===== src/rtl/jace_video_pkg.sv =====
// jace_video_pkg: shared timing constants, counter widths and fetch phases for the Jupiter Ace video generator.
// Contents: DEF_* default PAL timing, HC_W/VC_W counter widths, PH_* character-cell fetch phases,
//           hc_t/vc_t counter types, in_range() window helper.
package jace_video_pkg;
   localparam int DEF_H_TOTAL  = 416;
   localparam int DEF_V_TOTAL  = 312;
   localparam int DEF_H_ACTIVE = 256;
   localparam int DEF_V_ACTIVE = 192;
   localparam int DEF_HS_START = 320;
   localparam int DEF_HS_LEN   = 32;
   localparam int DEF_VS_START = 248;
   localparam int DEF_VS_LEN   = 8;
   localparam int DEF_INT_LEN  = 64;

   localparam int HC_W = 9;
   localparam int VC_W = 9;

   localparam logic [2:0] PH_SADDR = 3'd0;
   localparam logic [2:0] PH_SCODE = 3'd2;
   localparam logic [2:0] PH_CADDR = 3'd3;
   localparam logic [2:0] PH_PAT   = 3'd5;
   localparam logic [2:0] PH_LOAD  = 3'd7;

   typedef logic [HC_W-1:0] hc_t;
   typedef logic [VC_W-1:0] vc_t;

   function automatic logic in_range(input int v, input int lo, input int len);
      return v >= lo && v < lo + len;
   endfunction
endpackage


===== src/rtl/jace_char_shifter.sv =====
// jace_char_shifter: 8-bit pixel shifter with inverse-on-load and a registered blanking gate.
// Ports: clk, rst_n (sync, active low), load (take new pattern), inv (invert pattern on load),
//        pat[7:0] (pattern, MSB leftmost), en (output window open), video (registered pixel).
module jace_char_shifter (
   input  logic       clk,
   input  logic       rst_n,
   input  logic       load,
   input  logic       inv,
   input  logic [7:0] pat,
   input  logic       en,
   output logic       video
);
   logic [7:0] sr;
   logic [7:0] d;
   always_comb d = inv ? ~pat : pat;
   // sr holds the pixels not yet shown; on load the MSB goes straight to video
   always_ff @(posedge clk) begin
      if (!rst_n) begin
         sr    <= '0;
         video <= 1'b0;
      end else begin
         sr    <= load ? {d[6:0], 1'b0} : {sr[6:0], 1'b0};
         video <= en & (load ? d[7] : sr[7]);
      end
   end
endmodule


===== src/rtl/jace_video_gen.sv =====
// jace_video_gen: Jupiter Ace PAL 1-bpp video generator with character fetch, syncs and frame interrupt.
// Ports: clk (6.5 MHz pixel clock), rst_n (sync, active low),
//        screen_addr[9:0]/screen_data[7:0] (screen RAM, data 1 clk after address),
//        char_addr[9:0]/char_data[7:0] (pattern RAM, data 1 clk after address),
//        video (1 = white), hsync_n, vsync_n, int_n (all active low, registered).
// Option: define JACE_VIDEO_CSYNC_EN to add csync_n = hsync_n XNOR vsync_n (registered).
module jace_video_gen
   import jace_video_pkg::*;
#(
   parameter int H_TOTAL  = DEF_H_TOTAL,
   parameter int V_TOTAL  = DEF_V_TOTAL,
   parameter int H_ACTIVE = DEF_H_ACTIVE,
   parameter int V_ACTIVE = DEF_V_ACTIVE,
   parameter int HS_START = DEF_HS_START,
   parameter int HS_LEN   = DEF_HS_LEN,
   parameter int VS_START = DEF_VS_START,
   parameter int VS_LEN   = DEF_VS_LEN,
   parameter int INT_LEN  = DEF_INT_LEN
) (
   input  logic       clk,
   input  logic       rst_n,
   output logic [9:0] screen_addr,
   input  logic [7:0] screen_data,
   output logic [9:0] char_addr,
   input  logic [7:0] char_data,
   output logic       video,
   output logic       hsync_n,
   output logic       vsync_n,
`ifdef JACE_VIDEO_CSYNC_EN
   output logic       csync_n,
`endif
   output logic       int_n
);
   hc_t        hc;
   vc_t        vc;
   logic [7:0] code, pat;
   logic [2:0] ph;
   logic       fetch, load, vis, hs, vs, irq;

   always_comb begin
      ph    = hc[2:0];
      fetch = int'(vc) < V_ACTIVE && int'(hc) < H_ACTIVE;
      load  = fetch && ph == PH_LOAD;
      // video is registered, so the window hc 8..H_ACTIVE+7 is opened one clock early
      vis   = int'(vc) < V_ACTIVE && int'(hc) >= 7 && int'(hc) < H_ACTIVE + 7;
      hs    = in_range(int'(hc), HS_START, HS_LEN);
      vs    = in_range(int'(vc), VS_START, VS_LEN);
      irq   = int'(vc) == VS_START && int'(hc) < INT_LEN;
   end

   always_ff @(posedge clk) begin
      if (!rst_n) begin
         hc <= '0;
         vc <= '0;
      end else if (int'(hc) == H_TOTAL - 1) begin
         hc <= '0;
         vc <= (int'(vc) == V_TOTAL - 1) ? '0 : vc + 1'b1;
      end else begin
         hc <= hc + 1'b1;
      end
   end

   // each 8-clock cell: address screen, take code, address pattern, take pattern, load
   always_ff @(posedge clk) begin
      if (!rst_n) begin
         screen_addr <= '0;
         char_addr   <= '0;
         code        <= '0;
         pat         <= '0;
      end else if (fetch) begin
         if (ph == PH_SADDR) screen_addr <= {vc[7:3], hc[7:3]};
         if (ph == PH_SCODE) code <= screen_data;
         if (ph == PH_CADDR) char_addr <= {code[6:0], vc[2:0]};
         if (ph == PH_PAT) pat <= char_data;
      end
   end

   always_ff @(posedge clk) begin
      if (!rst_n) begin
         hsync_n <= 1'b1;
         vsync_n <= 1'b1;
         int_n   <= 1'b1;
`ifdef JACE_VIDEO_CSYNC_EN
         csync_n <= 1'b1;
`endif
      end else begin
         hsync_n <= !hs;
         vsync_n <= !vs;
         int_n   <= !irq;
`ifdef JACE_VIDEO_CSYNC_EN
         csync_n <= !(hs ^ vs);
`endif
      end
   end

   jace_char_shifter u_shift (
      .clk   (clk),
      .rst_n (rst_n),
      .load  (load),
      .inv   (code[7]),
      .pat   (pat),
      .en    (vis),
      .video (video)
   );
endmodule


===== config.mk =====
export PLATFORM = sky130hd
export DESIGN_NAME = jace_video_gen
export DESIGN_NICKNAME = d
export VERILOG_FILES = /design/src/rtl/jace_video_pkg.sv /design/src/rtl/jace_char_shifter.sv /design/src/rtl/jace_video_gen.sv
export SDC_FILE = /design/constraint.sdc
export NUM_CORES = 1
export LEC_CHECK = 0
export CORE_ASPECT_RATIO = 1.2
export CORE_MARGIN = 2
export CORE_UTILIZATION = 60
export CTS_BUF_LIST = sky130_fd_sc_hd__clkbuf_8
export DETAILED_ROUTE_END_ITERATION = 12
export PLACE_DENSITY = 0.87
export SLEW_MARGIN = 20
export SYNTH_ARGS = -nofsm -noshare
export SYNTH_HDL_FRONTEND = slang
export SYNTH_HIERARCHICAL = 1
export SYNTH_SLANG_ARGS = --single-unit

===== constraint.sdc =====
create_clock -name clk -period 3.4 [get_ports clk]
set_clock_uncertainty 0.15 [all_clocks]
set_input_delay 0.68 -clock clk [delete_from_list [all_inputs] [get_ports clk]]
set_output_delay 0.68 -clock clk [all_outputs]
set_load 0.01 [all_outputs]

==> summary.md <==
| Metric | Value |
|---|---|
| Hold Path Class | reg -> reg |
| Area grow syn2layout | 18.52% |
| Slew Viols, Final | 0 |
| Total track usage | 0.2239 |
| CTS H-Tree Depth | 3 |
| RR Startpoint | hc[0] |
| Post-synth EDFFs | 0 |
| Global route overflow | 0 |
| GP Congestion | between 0.8 and 0.9 |
| Port bufs | 41 |
| Outcome | finished, final reports clean |
| Setup CP Type | reg -> reg |
| Die area | 5203 sq um |
| Dominant cells by area after synthesis | dfxtp_1, nand3_1, nand2_1 |
| Post-route ant nets | 0 |
| Core Region | 4527 sq um |
| FF/Latch Area | ~1300 sq um |
| CP startpoint kind | register |
| Mapped Area | 2784 sq um |
| DRC viols | 0 |
| Synth warn | 6 |
| Share of flip-flops with an asynchronous set or reset | 0 |
| Pre-antenna DRT Iters | 4 |
| Worst slew pin tran | 0.6084 ns |
| Net Count, Synth | between 300 and 400 |
| Slew HR | 0.5944 |
| CP Data Arrival Time | 2.41 ns |
| CTS tree | built |
| Top Ports | 42 |
| Setup Viol. Count Final | 0 |
| CTS max path bufs | 2 |
| RR Endpoint | vc[8] |
| Share of cells above drive strength 1 | 0.05797 |
| Period minus WS final | between 2 and 2.5 ns |
| Vert. Die Dim | 78.62 microns |
| R2R cell count | 5 |
| Pwr dens | 419.7 nW/um^2 |
| Origin of the worst min-delay path | char_addr[4] |
| Rows | 27 |
| Post-cts resize count | 0 |
| Post-synthesis cell count | between 300 and 400 |
| Clock tree sinks | between 60 and 70 |
| Clk pin slew, worst setup/hold paths | about 0.060 ns |
| Multi-input gate area | between 1000 and 1500 sq um |
| TNS Setup | 0 ns |
| Cts bufs inserted | 9 |
| Ys flop type | dfxtp_1 |
| Number of max-cap violations | 0 |
| Initial core utilization | 0.6150 |
| Placed cell area | about 3100 sq um |
| Antenna Cells | 0 |
| Peak VDD IR | 0.0003030 V |
| Chip width | around 66 microns |
| RSZ-0062 raised after global routing | no |
| Detail Placement HPWL | between 3 and 4 mm |
| CP required | roughly 3.5 ns |
| Number of fill cells | roughly 370 |
| Ratio of final minimum period to clock period | 0.6740 |
| DR vias | approximately 2200 |
| Skew-Pair Late Insertion Delay | between 0.3 and 0.4 ns |
| Post-route cell area | around 3300 sq um |
| Routed vias/inst | 5.479 |
| Hold buffer count at CTS | 0 |
| Crit-path max FO | 10 |
| Largest area contributor in the netlist | dfxtp_1 |
| R2R setup slack | between 1 and 1.5 ns |
| First-pass GRT wire length | around 9 mm |
| Min-Delay Endpoint | char_addr[4] |
| Post-synthesis cell type count | 38 |
| Fmax | about 440 MHz |
| Synth Register Bits | 65 |
| Nets@finish | 369 |
| Routed length per instance | approximately 13 microns |
| Initial DRC Count | about 130 |
| CP endpoint kind | register |
| Pin count of the biggest net entering global routing | 72 |
| Area share of the largest cell type after synthesis | 0.4674 |
| Avg Cell Area, Syn | 8.894 sq um |
| Seq/Total Area, Yosys | 0.4674 |
| Hold Path Stages | 2 |
| Total wire length | roughly 5.3 mm |
| Post-CTS Setup Bufs | 0 |
| Antenna violations before repair | 0 |
| Vias in the first global route | 2081 |
| CTS Root Cell | clkbuf_8 |
| Final hold violations | 0 |
| Leak Pwr | about 0.0011 uW |
## cells in the final DEF, fill, tap and decap left out, types with 2 or more instances in the layout
cell type / synthesis / routed
clkbuf_8: 0 / 10
buf_4: 0 / 2
nor2b_1: 9 / 9
nand3_1: 37 / 37
and3_1: 4 / 4
nor3_1: 5 / 5
a211oi_1: 2 / 2
or3_1: 3 / 3
ha_1: 8 / 8
inv_1: 7 / 9
nor2_1: 14 / 14
a21boi_0: 12 / 12
xor2_1: 3 / 3
nand4_1: 4 / 4
o21ai_0: 23 / 23
xnor2_1: 16 / 16
nand2_1: 38 / 38
and2_1: 4 / 4
o21ai_1: 2 / 2
a21oi_1: 8 / 8
dfxtp_1: 65 / 65
nor4_1: 3 / 3
clkdlybuf4s50_1: 0 / 40
mux2i_1: 9 / 9
## Yosys cell counts (all sizes together), types with 7 or more instances
library cell	count
a21boi	12
buf	11
nor2	14
nand2	38
dfxtp	65
nor2b	9
mux2i	9
inv	7
clkbuf	13
o21ai	26
ha	8
nand3	37
xnor2	16
a21oi	9
## routing by layer
metal	global-route usage	wire [microns]
met2	0.3800	2680
met3	0.04011	182
met4	0.1224	122
met5	0	0
met1	0.2619	2328
## power by group
group / switching (uW) / internal (uW) / leakage, uW
clock: 253 / 265 / 0.0000865
combinational: 46.3 / 36.9 / 0.000515
sequential: 10.6 / 773 / 0.000525
total: 310 / 1070 / 0.00113
## layout make-up
cell class,count,share of cell area
Multi-Input combinational cell,217,0.4027
Sequential cell,65,0.3944
Timing Repair Buffer,43,0.1274
Clock buffer,10,0.04171
Tap cell,58,0.02199
Inverter,7,0.007964
Clock inverter,3,0.003792
## state kept, by name (all words and copies together) (netlist names)
register,cells
u_shift/video,1
u_shift/sr,7
vc,9
vsync_n,1
code,8
screen_addr,10
hsync_n,1
pat,8
int_n,1
char_addr,10
hc,9
## stage by stage
stage	util	hold WS [ns]	total power [uW]	std cells	worst slack (ns)
final	0.7289	0.3161	1385	403	1.108
after global routing	0.7289	0.3392	1437	403	0.9750
after CTS	0.7289	0.3228	1401	403	1.101
after detailed placement	0.6957	0.3110	883.8	390	1.137
after global placement	0.6957	0.3053	880.6	390	1.200
after floorplan	-	0.2935	851.5	313	1.305
## critical path, cell delays in order, from the launching register on
cell and delay, ns:
dfxtp_1 0.39, ha_1 0.31, nand4_2 0.28, or2_1 0.42, or4_4 0.55, a21oi_2 0.13
## worst max path at each step
stage | from | to | cells past startpoint | slack [ns]
floorplan | hc[0] | vc[8] | 6 | 1.30
global placement | hc[0] | vc[8] | 5 | 1.20
detailed placement | hc[0] | vc[8] | 5 | 1.14
CTS | hc[0] | vc[8] | 5 | 1.10
global route | hc[0] | vc[8] | 5 | 0.97
finish | hc[0] | vc[8] | 5 | 1.11
## kinds of logic after synthesis
family	count (synthesis)	share of synthesized area
simple gates	127	0.2274
flops	65	0.4674
fa+ha+maj	8	0.03596
mux	10	0.03641
buf+inv	31	0.05528
xor+xnor	19	0.05978
compound gates	53	0.1178
Note: power is estimated with default switching activity, not from simulation.
